[src/rtl/costas_gear_ctrl_pkg.sv]
// Shared definitions for the Costas loop gear shifter and the NCO phase block.
package costas_gear_ctrl_pkg;

  // Width of the FEEDBACK_SHIFT field understood by the NCO phase block.
  localparam int SHIFT_W = 4;

  // Default gears: wide loop while acquiring, narrow loop once tracking.
  localparam int DEF_SHIFT_ACQ   = 2;
  localparam int DEF_SHIFT_TRACK = 8;

  // Sequencer state encoding; visible on the state output.
  typedef enum logic [1:0] {
    ST_IDLE    = 2'd0,
    ST_ACQUIRE = 2'd1,
    ST_LOCKED  = 2'd2
  } gear_state_e;

endpackage

[src/rtl/costas_gear_ctrl_err_mag_cmp.sv]
// Saturating magnitude of a signed phase-error sample compared against an
// unsigned threshold. Purely combinational; quiet/loud are qualified by valid.
module err_mag_cmp #(
  parameter int WIDTH = 16
) (
  input  logic signed [WIDTH-1:0] i_data,
  input  logic                    i_valid,
  input  logic        [WIDTH-2:0] i_thresh,
  output logic                    o_quiet,
  output logic                    o_loud
);

  localparam logic [WIDTH-1:0] MIN_VAL = {1'b1, {(WIDTH-1){1'b0}}};

  logic [WIDTH-1:0] w_neg;
  logic [WIDTH-2:0] w_mag;
  logic             w_below;

  assign w_neg = -i_data;

  // |x| with the most negative value clamped to the largest positive magnitude.
  always_comb begin
    w_mag = i_data[WIDTH-2:0];
    if (i_data[WIDTH-1]) begin
      if (i_data == MIN_VAL) w_mag = '1;
      else                   w_mag = w_neg[WIDTH-2:0];
    end
  end

  assign w_below = (w_mag < i_thresh);
  assign o_quiet = i_valid & w_below;
  assign o_loud  = i_valid & ~w_below;

endmodule

[src/rtl/costas_gear_ctrl.sv]
// Loop-bandwidth scheduler for the Costas NCO phase block: acquires with a
// wide loop, steps the feedback shift up as the error settles, declares lock,
// and falls back to acquisition on sustained loss or on request.
//
// Handshake: a phase-error sample is consumed only on a cycle where
// err_tvalid=1 and enable=1; there is no ready, the block always accepts.
module costas_gear_ctrl
  import costas_gear_ctrl_pkg::*;
#(
  parameter int WIDTH       = 16,
  parameter int SHIFT_ACQ   = DEF_SHIFT_ACQ,
  parameter int SHIFT_TRACK = DEF_SHIFT_TRACK,
  parameter int DWELL       = 1024,
  parameter int LOSS_COUNT  = 64,
  parameter int CNT_WIDTH   = 16
) (
  input  logic                      clk,
  input  logic                      rst_n,
  input  logic                      enable,
  input  logic                      force_reacq,
  input  logic        [WIDTH-2:0]   lock_thresh,
  input  logic signed [WIDTH-1:0]   err_tdata,
  input  logic                      err_tvalid,
  output logic        [SHIFT_W-1:0] feedback_shift,
  output logic                      nco_enable,
  output logic                      locked,
  output logic                      gear_change,
  output logic        [1:0]         state
);

  localparam logic [SHIFT_W-1:0]   ACQ_S      = SHIFT_W'(SHIFT_ACQ);
  localparam logic [SHIFT_W-1:0]   TRACK_S    = SHIFT_W'(SHIFT_TRACK);
  localparam logic [CNT_WIDTH-1:0] DWELL_LAST = CNT_WIDTH'(DWELL - 1);
  localparam logic [CNT_WIDTH-1:0] LOSS_LAST  = CNT_WIDTH'(LOSS_COUNT - 1);

  gear_state_e          r_state, w_state_nxt;
  logic [SHIFT_W-1:0]   r_shift, w_shift_nxt;
  logic [CNT_WIDTH-1:0] r_dwell, w_dwell_nxt;
  logic [CNT_WIDTH-1:0] r_loss,  w_loss_nxt;
  logic                 r_gear,  w_gear_nxt;
  logic                 r_locked;
  logic                 r_nco_en;

  logic w_quiet;
  logic w_loud;
  logic w_dwell_done;
  logic w_loss_done;

  err_mag_cmp #(
    .WIDTH (WIDTH)
  ) u_err_mag_cmp (
    .i_data   (err_tdata),
    .i_valid  (err_tvalid & enable),
    .i_thresh (lock_thresh),
    .o_quiet  (w_quiet),
    .o_loud   (w_loud)
  );

  assign w_dwell_done = w_quiet && (r_dwell == DWELL_LAST);
  assign w_loss_done  = w_loud  && (r_loss  == LOSS_LAST);

  // State and datapath registers; enable=0 makes every next value a hold.
  always_ff @(posedge clk) begin
    if (!rst_n) begin
      r_state  <= ST_IDLE;
      r_shift  <= ACQ_S;
      r_dwell  <= '0;
      r_loss   <= '0;
      r_gear   <= 1'b0;
      r_locked <= 1'b0;
      r_nco_en <= 1'b0;
    end else begin
      r_state  <= w_state_nxt;
      r_shift  <= w_shift_nxt;
      r_dwell  <= w_dwell_nxt;
      r_loss   <= w_loss_nxt;
      r_gear   <= w_gear_nxt;
      r_locked <= (w_state_nxt == ST_LOCKED);
      r_nco_en <= enable;
    end
  end

  // Next state: force_reacq outranks any sample seen in the same cycle.
  always_comb begin
    w_state_nxt = r_state;
    if (enable) begin
      case (r_state)
        ST_IDLE:    w_state_nxt = ST_ACQUIRE;
        ST_ACQUIRE: if (!force_reacq && w_dwell_done && !(r_shift < TRACK_S))
                      w_state_nxt = ST_LOCKED;
        ST_LOCKED:  if (force_reacq || w_loss_done)
                      w_state_nxt = ST_ACQUIRE;
        default:    w_state_nxt = ST_IDLE;
      endcase
    end
  end

  // Next shift, counters and gear_change pulse for the current state.
  always_comb begin
    w_shift_nxt = r_shift;
    w_dwell_nxt = r_dwell;
    w_loss_nxt  = r_loss;
    w_gear_nxt  = 1'b0;
    if (enable) begin
      case (r_state)
        ST_IDLE: begin
          w_shift_nxt = ACQ_S;
          w_dwell_nxt = '0;
        end
        ST_ACQUIRE: begin
          if (force_reacq) begin
            w_shift_nxt = ACQ_S;
            w_dwell_nxt = '0;
            w_loss_nxt  = '0;
            w_gear_nxt  = (r_shift != ACQ_S);
          end else if (w_dwell_done) begin
            w_dwell_nxt = '0;
            if (r_shift < TRACK_S) begin
              w_shift_nxt = r_shift + 1'b1;
              w_gear_nxt  = 1'b1;
            end else begin
              w_loss_nxt = '0;
            end
          end else if (w_quiet) begin
            w_dwell_nxt = r_dwell + 1'b1;
          end else if (w_loud) begin
            w_dwell_nxt = '0;
          end
        end
        ST_LOCKED: begin
          if (force_reacq || w_loss_done) begin
            w_shift_nxt = ACQ_S;
            w_dwell_nxt = '0;
            w_loss_nxt  = '0;
            w_gear_nxt  = (r_shift != ACQ_S);
          end else if (w_loud) begin
            w_loss_nxt = r_loss + 1'b1;
          end else if (w_quiet) begin
            w_loss_nxt = '0;
          end
        end
        default: begin
          w_shift_nxt = ACQ_S;
          w_dwell_nxt = '0;
          w_loss_nxt  = '0;
        end
      endcase
    end
  end

  assign feedback_shift = r_shift;
  assign nco_enable     = r_nco_en;
  assign locked         = r_locked;
  assign gear_change    = r_gear;
  assign state          = r_state;

endmodule

[config.mk]
export PLATFORM = sky130hd
export DESIGN_NAME = costas_gear_ctrl
export DESIGN_NICKNAME = d
export VERILOG_FILES = /design/src/rtl/costas_gear_ctrl_pkg.sv /design/src/rtl/costas_gear_ctrl_err_mag_cmp.sv /design/src/rtl/costas_gear_ctrl.sv
export SDC_FILE = /design/constraint.sdc
export NUM_CORES = 1
export LEC_CHECK = 0
export ABC_AREA = 1
export CORE_ASPECT_RATIO = 0.7
export CORE_MARGIN = 4
export CORE_UTILIZATION = 40
export DETAILED_ROUTE_END_ITERATION = 10
export SETUP_SLACK_MARGIN = 0.05
export SLEW_MARGIN = 0
export SYNTH_ARGS = -nofsm -noshare
export SYNTH_HDL_FRONTEND = slang
export SYNTH_HIERARCHICAL = 1
export SYNTH_SLANG_ARGS = --single-unit
[constraint.sdc]
create_clock -name clk -period 4.4 [get_ports clk]
set_input_delay 0.88 -clock clk [delete_from_list [all_inputs] [get_ports clk]]
set_output_delay 0.88 -clock clk [all_outputs]
set_load 0.1 [all_outputs]
# Word level (Yosys, flattened, before mapping)
# Cells that the tools add are included.
[op_classes]
addsub = 4
n_lt_le_gt_ge = 2
n_eq_ne = 13
n_mux = 29
bitwise_logic = 5
n_reduce_logical = 12
[ops]
columns = ["op", "count"]
rows = [
  ["16-bit 2-to-1 mux", 11],
  ["16-bit case mux with 3 select lines", 1],
  ["16-bit by 1-bit adder with 16-bit output, second input constant", 2],
  ["16-bit case mux with 2 select lines", 1],
  ["15-bit 2-to-1 mux", 2],
  ["16-bit by 10-bit == test with 1-bit output, second input constant", 1],
  ["16-bit == test, second input constant", 1],
  ["16-bit by 6-bit == test with 1-bit output, second input constant", 1],
  ["4-bit 2-to-1 mux", 4],
  ["15-bit less-than comparator", 1],
  ["15-bit negator", 1],
  ["3-bit != test, second input constant", 3],
  ["4-bit case mux with 2 select lines", 1],
  ["2-bit 2-to-1 mux", 3],
  ["2-bit case mux with 3 select lines", 1],
  ["5-bit != test, second input constant", 1],
  ["5-bit AND reduction", 1],
  ["4-bit by 1-bit adder with 4-bit output, second input constant", 1],
  ["2-bit == test, second input constant", 2],
  ["1-bit logical AND", 4],
  ["4-bit less-than comparator, second input constant", 1],
  ["1-bit 2-to-1 mux", 4],
  ["4-bit by 2-bit != test with 1-bit output, second input constant", 1],
  ["4-bit != test, second input constant", 1],
  ["other kinds (11)", 15],
]
[word_totals]
register_bits = 41
input_bits = 36
out_inout_bits = 9
wordCells = 72

# Depth between registers and ports, before layout
[depth]
ltp_word = 12
mapped_depth = 26
ltp_nobuf = 25

# By module
# The synthesis kept the hierarchy.
[by_module_without_submodules]
columns = ["module", "n_inst", "cells_each", "area_each_um2", "seq_area_each_um2"]
rows = [
  ["costas_gear_ctrl", 1, 431, 2705.1, 820.8],
  ["err_mag_cmp", 1, 148, 800.8, 0.0],
]

# Worst setup path before layout
# No wires, ideal clock.
[synth_timing]
kind = "in2reg"
startpoint = "in err_tdata[0]"
endpoint = "reg r_loss[10]"
setup_time_ps = 136
arrival_ps = 3663
required_time_ps = 4264
slack_ps = 601
cell_stages = 23
n_path_buf = 2
cell_sequence = "inv_1 ha_1 nand3_2 nor2_4 nand2_2 clkbuf_1 nand3_1 ha_1 a21oi_1 nor2_1 a211oi_1 nand2_1 nand2_1 nand2_1 nor2_1 nand3_1 nor2_2 nand2_2 nand2_4 nand4_2 buf_2 nand2_1 a21oi_2"
[synth_via]
elab_cells_between_ends = 17
classes_between = "add/sub: 1; order compare: 1; eq/ne: 3; mux: 5; bitwise: 3; reduce/logical: 4"
[synth_lines]
columns = ["item", "line_no", "text"]
rows = [
  ["from (decl)", "costas_gear_ctrl.sv:22", "input logic signed [WIDTH-1:0] err_tdata,"],
  ["15-bit negator or 16-bit == test (tied branches)", "costas_gear_ctrl_err_mag_cmp.sv:19, costas_gear_ctrl_err_mag_cmp.sv:25", ""],
  ["15-bit 2-to-1 mux", "costas_gear_ctrl_err_mag_cmp.sv:25", "if (i_data == MIN_VAL) w_mag = '1;"],
  ["15-bit 2-to-1 mux *", "costas_gear_ctrl_err_mag_cmp.sv:24", "if (i_data[WIDTH-1]) begin"],
  ["15-bit less-than comparator *", "costas_gear_ctrl_err_mag_cmp.sv:30", "assign w_below = (w_mag < i_thresh);"],
  ["1-bit AND *", "costas_gear_ctrl_err_mag_cmp.sv:31", "assign o_quiet = i_valid & w_below;"],
  ["via w_quiet", "costas_gear_ctrl.sv:44", "logic w_quiet;"],
  ["1-bit logical AND", "costas_gear_ctrl.sv:59", "assign w_dwell_done = w_quiet && (r_dwell == DWELL_LAST);"],
  ["3-bit != test (no source line)", "n/a", ""],
  ["5-bit AND reduction (no source line) *", "n/a", ""],
  ["to (signal assigned)", "costas_gear_ctrl.sv:76", "r_loss <= w_loss_nxt;"],
  ["to (decl)", "costas_gear_ctrl.sv:39", "logic [CNT_WIDTH-1:0] r_loss, w_loss_nxt;"],
]
# Mark *: on every way through the listed nets, which the timed path passes. The rest lies on a longest branch.
# A chain may end at the register's enable or synchronous reset.

# Worst setup path in the final report
[layout_timing]
startpoint = "in err_tdata[2]"
endpoint = "reg r_dwell[1]"
[layout_via]
elab_chain_cells = 10
elab_cells_between_ends = 18
classes_between = "add/sub: 1; order compare: 1; eq/ne: 3; mux: 6; bitwise: 3; reduce/logical: 4"
[layout_lines]
columns = ["item", "line_no", "text"]
rows = [
  ["15-bit negator or 16-bit == test (tied branches)", "costas_gear_ctrl_err_mag_cmp.sv:19, costas_gear_ctrl_err_mag_cmp.sv:25", ""],
  ["15-bit 2-to-1 mux", "costas_gear_ctrl_err_mag_cmp.sv:25", ""],
  ["15-bit 2-to-1 mux *", "costas_gear_ctrl_err_mag_cmp.sv:24", ""],
  ["15-bit less-than comparator *", "costas_gear_ctrl_err_mag_cmp.sv:30", ""],
  ["1-bit NOT *", "costas_gear_ctrl_err_mag_cmp.sv:32", "assign o_loud = i_valid & ~w_below;"],
  ["1-bit AND *", "costas_gear_ctrl_err_mag_cmp.sv:32", ""],
  ["via w_loud", "costas_gear_ctrl.sv:45", "logic w_loud;"],
  ["1-bit logical AND", "costas_gear_ctrl.sv:60", "assign w_loss_done = w_loud && (r_loss == LOSS_LAST);"],
  ["1-bit logical OR", "costas_gear_ctrl.sv:131", "if (force_reacq || w_loss_done) begin"],
  ["2-bit != test (no source line)", "n/a", ""],
  ["3-bit AND reduction (no source line) *", "n/a", ""],
  ["to (signal assigned)", "costas_gear_ctrl.sv:75", "r_dwell <= w_dwell_nxt;"],
  ["to (decl)", "costas_gear_ctrl.sv:38", "logic [CNT_WIDTH-1:0] r_dwell, w_dwell_nxt;"],
]
# Marks and branches as above.

==> results_dict.tcl <==
set metrics [dict create \
    powerDensity_nw_per_um2 216 \
    cts.htree.levels 2 \
    coreArea_um2 8480 \
    yosys_warnings 6 \
    fin_crit_sh_pct 93.3 \
    num_vias 3718 \
    wirelength_um 9060 \
    reg2regPathDepth 10 \
    die_y_um 86.3 \
    die_area_um2 10300 \
    r2r_start "r_dwell[0]" \
    clk_latency_ps 280 \
    hold_depth 2 \
    layout-drive-gt1-share_pct 10.9 \
    grt_max_degree 18 \
    max-cap-violations 0 \
    r2r-end "r_loss[5]" \
    pwr-share-comb_pct 22.8 \
    fin_util_pct 51.9 \
    synthTopCellsByArea "dfxtp_1 23%, nand2_1 16%, nand3_1 9.4%" \
    dp_hpwl_um 7050 \
    grt_pass1_vias 3287 \
    slew_headroom_pct 35.2 \
    required_ps 4570 \
    criticalPathCategory "primary input to flip-flop" \
    grt_antenna_before_repair 0 \
    grt_use_met2_pct 25.7 \
    clk_pin_slew_ps 60 \
    status "finished, final reports clean" \
    hold_viol 0 \
    ir_drop_mv 0.129 \
    p_clk_share_pct 37.0 \
    period_minus_slack_ps 4100 \
    avgSynthCellArea_um2 6.06 \
    drc 0 \
    synthToLayoutAreaGrowth_pct 25.5 \
    synth_seq_area_share_pct 23.4 \
    hold_start "r_dwell[13]" \
    finalSetupTns_ps 0 \
    nNetsFinal 699 \
    ff2ff_setup_slack_ps 2380 \
    synthesis.nets 638 \
    row_count 28 \
    use_met3_pct 3.59 \
    yosysTopAreaCellShare_pct 23.4 \
    die_w_um 120 \
    hp-class "flip-flop to flip-flop" \
    netlist_area_um2 3510 \
    clockRootBuffer "clkbuf_16" \
    crit_path_end_kind "flip-flop" \
    holdPathEnd "r_dwell[13]" \
    wl_per_cell_um 11.9 \
    cts-buffers-inserted 5 \
    ant_nets 0 \
    setup_violations 0 \
    p_switching_mw 0.271 \
    switching_share_pct 28.5 \
    grt_busiest_layer "met1" \
    filler_cell_count 877 \
    place.port_buffers 44 \
    synth_top_cell_by_area "dfxtp_1" \
    met1_usage_pct 26.9 \
    grt_setup_unrepaired "false" \
    synth-seq-cells 41 \
    leakagePower_nw 1.93 \
    clock_path_buffers 2 \
    vias_per_cell 4.89 \
    cts_sinks 41 \
    pwr-share-seq_pct 40.2 \
    clock_skew_ps 4.24 \
    drt_iter0_drc 274 \
    grt_pass1_wl_um 15400 \
    synthDistinctLibCells 36 \
    tightest_slew_ps 968 \
    first_pass_iters 5 \
    startpoint_type "primary input" \
    syn-instance-count 579 \
    n_antenna_cell 0 \
    start_util_pct 41.4 \
    worstPathArrival_ps 4280 \
    io_pins 45 \
    critPathMaxFanout 11 \
    gp_congestion 0.872 \
    cts_tree "done" \
    gr-usage-all-layers_pct 17.7 \
    timing.hold.ws_ps 477 \
    power.internal_mw 0.679 \
    drv_slew 0 \
    grt_overflow_total 0 \
    max_freq_mhz 244 \
]
==> flip-flops by register name, summed over array words and instances (netlist names) <==
| register | flops |
|---|---|
| locked | 1 |
| r_loss | 16 |
| feedback_shift | 4 |
| r_dwell | 16 |
| nco_enable | 1 |
| gear_change | 1 |
| state | 2 |
==> Yosys cell counts (all sizes together) <==
master / instances
nand2: 157
inv: 82
nor2: 80
nand3: 70
dfxtp: 41
a21oi: 35
ha: 23
o21ai: 21
nor3: 20
nand4: 12
or2: 8
buf: 7
clkbuf: 5
nand3b: 4
xor2: 4
a31oi: 3
a21boi: 2
clkinv: 2
a211oi: 1
nor4: 1
o21bai: 1
==> repair_timing <==
item | in CTS | in global routing
setup buffers | 0 | 4
setup endpoints to repair | 0 | 39
hold buffers | 0 | 0
resized for setup | 0 | 11
==> kinds of logic (layout without fill, tap and decap cells) <==
family	Yosys count	in the layout	synth area share [%]
AND/OR/NAND/NOR	352	353	46.1
buffers and inverters	96	157	11.1
AO/OA/AOI/OAI	63	63	10.2
flip-flops	41	41	23.4
adder cells (fa/ha/maj)	23	23	8.21
XOR/XNOR	4	4	0.999
==> critical path: stages <==
cell and delay (ps):
clkdlybuf4s50_1 390, inv_1 120, nand3_1 140, nor2_1 190, nand4_1 160, nand2_1 180, a21oi_1 80, nand3b_1 160
ha_1 300, nand4_1 120, a31oi_1 170, nor2_1 80, buf_4 140, a21oi_4 160, nand2_1 110, nor2_2 110
nand3_2 120, nand3_4 110, buf_4 140, nand3_1 60, nand2_1 140, buf_12 150, nor3_1 50
==> power by group through the flow <==
stage               clock (mW)  sequential (mW)  combinational [mW]
floorplan                    0            0.407               0.112
global placement             0            0.390               0.207
detailed placement           0            0.390               0.208
CTS                      0.362            0.382               0.210
global route             0.376            0.383               0.242
finish                   0.352            0.382               0.216
==> layer usage <==
layer	wire length (um)	vias to the layer above
li1	-	1992
met1	4830	1609
met2	3540	110
met3	620	7
met4	69	0
met5	0	-
==> layout by cell type (no fill, tap or decap), types with 5 or more instances in the layout <==
cell,count
a21oi_1,29
a21oi_2,5
buf_4,18
clkbuf_16,5
clkdlybuf4s50_1,44
dfxtp_1,41
ha_1,22
inv_1,75
inv_2,6
nand2_1,152
nand3_1,66
nand4_1,11
nor2_1,71
nor2_2,5
nor3_1,18
o21ai_0,18
or2_2,7
==> worst max-delay path by stage <==
| stage | start | to | slack (ps) | depth (start not counted) |
|---|---|---|---|---|
| after floorplan | err_tdata[0] | r_loss[10] | 600 | 23 |
| after global placement | err_tdata[0] | r_loss[1] | 40 | 24 |
| after detailed placement | err_tdata[0] | r_loss[4] | -50 | 25 |
| after CTS | err_tdata[0] | r_loss[4] | 240 | 25 |
| after global routing | err_tdata[2] | feedback_shift[2] | 30 | 23 |
| final | err_tdata[2] | r_dwell[1] | 300 | 23 |
==> final cells by class <==
class                   count  area [um2]  area share, %
clock buffers               8         136           3.10
multi-input cells         443        2340           53.2
flip-flops and latches     41         821           18.7
repair buffers             65         636           14.4
well taps                 120         150           3.41
inverters                  84         317           7.19
==> through the flow <==
stage / std cells / power, mW / cell area, um2 / setup slack [ps]
5_1_grt: 761 / 1.00 / 4400 / 32.6
6_report: 761 / 0.950 / 4400 / 296
4_1_cts: 756 / 0.954 / 4330 / 242
3_3_place_gp: 748 / 0.597 / 4190 / 39.8
3_5_place_dp: 748 / 0.598 / 4190 / -52.3
2_1_floorplan: 579 / 0.519 / 3510 / 601
No activity file was read; power rests on OpenSTA's default activity.
